$ cat src/rtl/cnn_frame_sequencer.sv
// cnn_frame_sequencer: replays one bank of a ping-pong frame buffer as a
// pre_vsync/pre_href/pre_data stream with programmed front, row and frame blanking.
module cnn_frame_sequencer #(
    parameter int unsigned IMG_W       = 64,
    parameter int unsigned IMG_H       = 64,
    parameter int unsigned FRONT_BLANK = 10,
    parameter int unsigned H_GAP       = 10,
    parameter int unsigned FRAME_GAP   = 1000,
    parameter int unsigned RD_LAT      = 1,
    parameter int unsigned ADDR_W      = $clog2(IMG_W * IMG_H)
) (
    input  logic              clk,
    input  logic              rst_n,
    input  logic              start,
    input  logic              cont,
    input  logic              abort,
    input  logic              wr_bank_ready,
    output logic              rd_en,
    output logic [ADDR_W:0]   rd_addr,
    input  logic [7:0]        rd_data,
    output logic              pre_vsync,
    output logic              pre_href,
    output logic [7:0]        pre_data,
    output logic              busy,
    output logic              done,
    output logic              rd_bank,
    output logic [15:0]       frame_cnt
);

    function automatic int unsigned umax(input int unsigned a, input int unsigned b);
        return (a > b) ? a : b;
    endfunction

    localparam int unsigned LEAD  = RD_LAT + 1;
    localparam int unsigned NPIX  = IMG_W * IMG_H;
    localparam int unsigned CMAX  = umax(umax(FRONT_BLANK, H_GAP), umax(IMG_W, FRAME_GAP));
    localparam int unsigned CW    = $clog2(CMAX + 1);
    localparam int unsigned RW    = (IMG_H > 1) ? $clog2(IMG_H) : 1;

    // Read window per row: the last LEAD cycles of GAP plus the ACTIVE cycles
    // that still have a pixel LEAD cycles ahead of them.
    localparam int unsigned GAP_RD_FIRST_I = H_GAP - LEAD;
    localparam int unsigned GAP_RD_END_I   = (IMG_W >= LEAD) ? H_GAP : (H_GAP - LEAD + IMG_W);
    localparam int unsigned ACT_RD_END_I   = (IMG_W > LEAD) ? (IMG_W - LEAD) : 0;

    localparam logic [CW-1:0]     FRONT_LAST   = CW'(FRONT_BLANK - 1);
    localparam logic [CW-1:0]     GAP_LAST     = CW'(H_GAP - 1);
    localparam logic [CW-1:0]     ACT_LAST     = CW'(IMG_W - 1);
    localparam logic [CW-1:0]     WAIT_LAST    = CW'(FRAME_GAP - 1);
    localparam logic [CW-1:0]     GAP_RD_FIRST = CW'(GAP_RD_FIRST_I);
    localparam logic [CW-1:0]     GAP_RD_END   = CW'(GAP_RD_END_I);
    localparam logic [CW-1:0]     ACT_RD_END   = CW'(ACT_RD_END_I);
    localparam logic [RW-1:0]     ROW_LAST     = RW'(IMG_H - 1);
    localparam logic [ADDR_W-1:0] PTR_LAST     = ADDR_W'(NPIX - 1);

    typedef enum logic [2:0] {
        S_IDLE,
        S_FRONT,
        S_GAP,
        S_ACTIVE,
        S_END,
        S_WAIT
    } state_t;

    state_t            state, state_nxt;
    logic [CW-1:0]     cnt, cnt_nxt;
    logic [RW-1:0]     row, row_nxt;
    logic [ADDR_W-1:0] rd_ptr;
    logic              end_cont;
    logic              frame_start;
    logic              rd_issue;

    always_comb begin
        state_nxt = state;
        cnt_nxt   = cnt + CW'(1);
        row_nxt   = row;
        if (abort && state != S_IDLE) begin
            state_nxt = S_IDLE;
            cnt_nxt   = '0;
        end else begin
            unique case (state)
                S_IDLE: begin
                    cnt_nxt = '0;
                    if (start && !abort) state_nxt = S_FRONT;
                end
                S_FRONT: begin
                    if (cnt == FRONT_LAST) begin
                        state_nxt = S_GAP;
                        cnt_nxt   = '0;
                    end
                end
                S_GAP: begin
                    if (cnt == GAP_LAST) begin
                        state_nxt = S_ACTIVE;
                        cnt_nxt   = '0;
                    end
                end
                S_ACTIVE: begin
                    if (cnt == ACT_LAST) begin
                        cnt_nxt = '0;
                        if (row == ROW_LAST) begin
                            state_nxt = S_END;
                        end else begin
                            state_nxt = S_GAP;
                            row_nxt   = row + RW'(1);
                        end
                    end
                end
                S_END: begin
                    cnt_nxt   = '0;
                    state_nxt = end_cont ? S_WAIT : S_IDLE;
                end
                S_WAIT: begin
                    if (!cont) begin
                        state_nxt = S_IDLE;
                        cnt_nxt   = '0;
                    end else if (cnt == WAIT_LAST) begin
                        state_nxt = S_FRONT;
                        cnt_nxt   = '0;
                    end
                end
                default: begin
                    state_nxt = S_IDLE;
                    cnt_nxt   = '0;
                end
            endcase
        end

        frame_start = (state_nxt == S_FRONT) && (state != S_FRONT);
        if (frame_start) row_nxt = '0;

        // Outputs are registered, so they are decoded from the upcoming state.
        rd_issue = 1'b0;
        if (state_nxt == S_GAP)
            rd_issue = (cnt_nxt >= GAP_RD_FIRST) && (cnt_nxt < GAP_RD_END);
        else if (state_nxt == S_ACTIVE)
            rd_issue = (cnt_nxt < ACT_RD_END);
    end

    always_ff @(posedge clk) begin
        if (!rst_n) begin
            state     <= S_IDLE;
            cnt       <= '0;
            row       <= '0;
            rd_ptr    <= '0;
            end_cont  <= 1'b0;
            rd_en     <= 1'b0;
            rd_addr   <= '0;
            pre_vsync <= 1'b0;
            pre_href  <= 1'b0;
            pre_data  <= '0;
            busy      <= 1'b0;
            done      <= 1'b0;
            rd_bank   <= 1'b0;
            frame_cnt <= '0;
        end else begin
            state     <= state_nxt;
            cnt       <= cnt_nxt;
            row       <= row_nxt;
            pre_vsync <= (state_nxt == S_GAP) || (state_nxt == S_ACTIVE);
            pre_href  <= (state_nxt == S_ACTIVE);
            done      <= (state_nxt == S_END);
            rd_en     <= rd_issue;

            if (state_nxt == S_ACTIVE) pre_data <= rd_data;

            // busy in the END cycle already reflects whether the frame chain continues.
            if (state_nxt == S_END) begin
                busy      <= cont;
                end_cont  <= cont;
                frame_cnt <= frame_cnt + 16'd1;
            end else begin
                busy <= (state_nxt != S_IDLE);
            end

            if (frame_start) begin
                rd_ptr <= '0;
            end else if (rd_issue) begin
                rd_addr <= {rd_bank, rd_ptr};
                rd_ptr  <= (rd_ptr == PTR_LAST) ? '0 : rd_ptr + ADDR_W'(1);
            end

            if (state == S_END && !abort && wr_bank_ready) rd_bank <= ~rd_bank;
        end
    end

endmodule
$ cat config.mk
export PLATFORM = sky130hd
export DESIGN_NAME = cnn_frame_sequencer
export DESIGN_NICKNAME = d
export VERILOG_FILES = /design/src/rtl/cnn_frame_sequencer.sv
export SDC_FILE = /design/constraint.sdc
export NUM_CORES = 1
export LEC_CHECK = 0
export ABC_AREA = 1
export CAP_MARGIN = 20
export CORE_ASPECT_RATIO = 0.9
export CORE_MARGIN = 2
export CORE_UTILIZATION = 54
export DETAILED_ROUTE_END_ITERATION = 8
export GPL_ROUTABILITY_DRIVEN = 0
export PLACE_DENSITY = 0.79
export SLEW_MARGIN = 20
export SYNTH_ARGS = -nofsm -noshare
export SYNTH_HDL_FRONTEND = slang
export SYNTH_SLANG_ARGS = --single-unit
export TNS_END_PERCENT = 30
$ cat constraint.sdc
create_clock -name clk -period 2.48 [get_ports clk]
set_input_delay 0.372 -clock clk [delete_from_list [all_inputs] [get_ports clk]]
set_output_delay 0.372 -clock clk [all_outputs]
set_load 0.02 [all_outputs]
==> out/results.ini <==
[clock_network]
h-tree-depth=3
root_buffer=clkbuf_8
cts_made_buffers=9
clk_pin_slew_worst_paths_ns=0.08
cts_tree=yes
cts_sinks=75
insertion_delay_ns=0.35
ctsLongestPathBuffers=2

[pwr]
ir_drop_mv=0.366
p_sw_uw=548
p_int_mw=1.95
p_comb_share_pct=5.9
leakage_nw=1.74
swShare_pct=21.9
p_per_area_nw_per_um2=516
power_frac_clock_pct=45.7
p_seq_share_pct=48.4

[sta]
grt_setup_unrepaired=false
timing_hold_violations_final=0
skew_ns=0.00979
worst_pin_slew_ns=0.615
fmax_mhz=429
final-max-slew-violation-count=0
post-route-period-util_pct=93.9
setup_tns_ns=0
setup_viol_count_final=0
max-slew-margin-rel_pct=58.9
fin_crit_ns=2.33

[logic_synthesis]
avgSynthCellArea_um2=7.18
ys_ff_latch=75
synthesis.area_um2=3910
synth_cells=545
syn-num-nets=564
ys_seq_area_share_pct=38.4
yosysWarnings=0
yosys.cell_types.count=37

[global_route]
gr-usage-met2_pct=36.0
grtUsageMet1_pct=34.3
grt_usage_pct=24.4
grt_max_degree=27
grt_pass1_vias=3343
antenna_found_initial=0
grt.overflow.total=0
busiest_layer=met2
gr-usage-met3_pct=7.72
grt_first_pass_wirelength_um=15600

[hold_path]
hold_path.class=reg2reg

[worst_setup_path]
crit_start=cnt[1]
crit_type=reg2reg
reg2regPathDepth=12
worstReg2RegStart=cnt[1]
r2r-end=rd_ptr[10]
r2r_slack_ns=0.15
arrival_ns=2.57
cp_max_fo=26
crit_required_ns=2.72
endpoint=rd_ptr[10]
worst_setup_path_end_kind=flip-flop
critPathLaunchType=flip-flop

[placement]
post_dp_cell_area_um2=4560
io_buffers=56
dpl.hpwl_um=6700

[route]
wl_per_cell_um=13.4
drt_wl_total_um=9470
final_antenna_net_count=0
drc=0
viasPerCell=5.43
first_pass_iters=5
vias=3831
drtIter0Drc=217

[floorplanning]
start_util_pct=55.6
die_area_um2=7940
fp.dieW_um=93.7
rows=29
io_pins=57
die_h_um=84.7
core_um2=7040

[finish]
drive_above_1_share_pct=11.4
syn_to_final_growth_pct=23.9
insertedDiodeCount=0
nets=628
finalInstanceArea_um2=4840
mostFrequentLayoutCells=109 x nand2_1, 74 x dfxtp_1, 64 x nor2_1
mostFrequentLayoutCell=nand2_1

[run]
cap_violations=0

[outcome]
outcome=finished clean

==> repair_timing <==
item | CTS | global route
buffers inserted | 0 | 4
hold buffers | 0 | 0
endpoints found under the setup margin | 0 | 28
gates resized for setup | 0 | 5
hold endpoints to repair | 0 | 0
==> cells in the mapped netlist <==
cell	number	area share [%]
nor3b_1	2	0.38
dfxtp_1	75	38
inv_2	5	0.48
o21a_1	1	0.19
nand3_4	2	0.90
inv_4	1	0.16
buf_4	2	0.38
nor2_8	1	0.51
xnor2_1	10	2.2
clkbuf_1	6	0.58
a31oi_1	1	0.16
nor2_1	65	6.2
buf_6	6	1.7
o21ai_2	1	0.22
nand3_2	5	1.3
nor2_2	3	0.48
ha_1	5	1.6
and2_1	1	0.16
a21oi_2	1	0.22
nor3_2	4	1.0
or2_1	1	0.16
xor2_1	10	2.2
a21oi_1	52	6.7
nor2_4	3	0.86
nand4_1	31	5.0
nor3_4	1	0.42
or2_0	1	0.16
buf_2	4	0.51
nand3_1	36	4.6
nor3_1	21	2.7
inv_1	58	5.6
nand2_1	109	10
clkinv_4	1	0.22
o21ai_0	9	1.2
or2_2	1	0.16
nand2_2	9	1.4
o21ai_4	1	0.42
==> worst min path at each step <==
stage / depth (start not counted) / end / slack, ns / startpoint
floorplan: 2 / end_cont / 0.44 / end_cont
global placement: 2 / pre_data[6] / 0.45 / pre_data[6]
detailed placement: 2 / rd_addr[4] / 0.45 / rd_addr[4]
CTS: 2 / rd_addr[4] / 0.46 / rd_addr[4]
global route: 2 / rd_addr[1] / 0.48 / rd_addr[1]
finish: 2 / rd_addr[4] / 0.46 / rd_addr[4]
==> state kept, by name, summed over array words and instances (netlist names), 3 cells and up <==
| register | cells |
|---|---|
| frame_cnt | 16 |
| pre_data | 8 |
| state | 3 |
| rd_ptr | 12 |
| rd_addr | 13 |
| cnt | 10 |
| row | 6 |
==> logic make-up (layout without fill, tap and decap cells) <==
family / count (synthesis) / in the layout / share of synthesized area, %
flip-flops: 75 / 75 / 38.4
AND/OR/NAND/NOR: 296 / 296 / 36.9
AO/OA/AOI/OAI: 66 / 66 / 9.02
XOR/XNOR: 20 / 20 / 4.48
adder cells (fa/ha/maj): 5 / 5 / 1.60
buffers and inverters: 83 / 151 / 9.63
==> area by class of cell <==
type | instances | area, um^2
Fill cell | 587 | 2190
Multi-Input combinational cell | 387 | 2040
Sequential cell | 75 | 1500
Timing Repair Buffer | 71 | 693
Inverter | 65 | 251
Clock buffer | 11 | 141
Tap cell | 93 | 116
Clock inverter | 4 | 98.8
==> stage by stage <==
step	std cells	utilization, %	worst slack (ns)	hold slack (ns)	power (mW)
final	706	68.8	0.152	0.463	2.50
after global routing	706	68.8	0.00248	0.484	2.58
after CTS	702	68.2	0.0922	0.465	2.52
after detailed placement	687	64.8	0.136	0.453	1.38
after global placement	687	64.8	0.169	0.447	1.38
after floorplan	545	-	0.478	0.444	1.33
==> critical path, cell delays in order (launching register included) <==
cell and delay, ns:
dfxtp_1 0.41, ha_1 0.22, nand3_1 0.13, nor2_4 0.15, nand2_2 0.11, nand2_2 0.10
nand3_2 0.15, nand3_1 0.17, nand3_2 0.13, nor2_8 0.16, nand3_4 0.25, nand2_1 0.16
a21oi_1 0.07
==> per-layer routing <==
layer,vias to the layer above,share of wire (%)
li1,1913,-
met1,1787,48
met2,119,45
met3,12,6.1
met4,0,1.2
met5,-,0
==> power groups by stage <==
| stage | sequential, mW | clock, mW | combinational, mW |
|---|---|---|---|
| final | 1.21 | 1.14 | 0.148 |
| after CTS | 1.21 | 1.16 | 0.147 |
| after global routing | 1.21 | 1.20 | 0.161 |
| after detailed placement | 1.24 | 0 | 0.147 |
| after floorplan | 1.24 | 0 | 0.0863 |
| after global placement | 1.24 | 0 | 0.142 |
No activity file was read; power rests on OpenSTA's default activity.
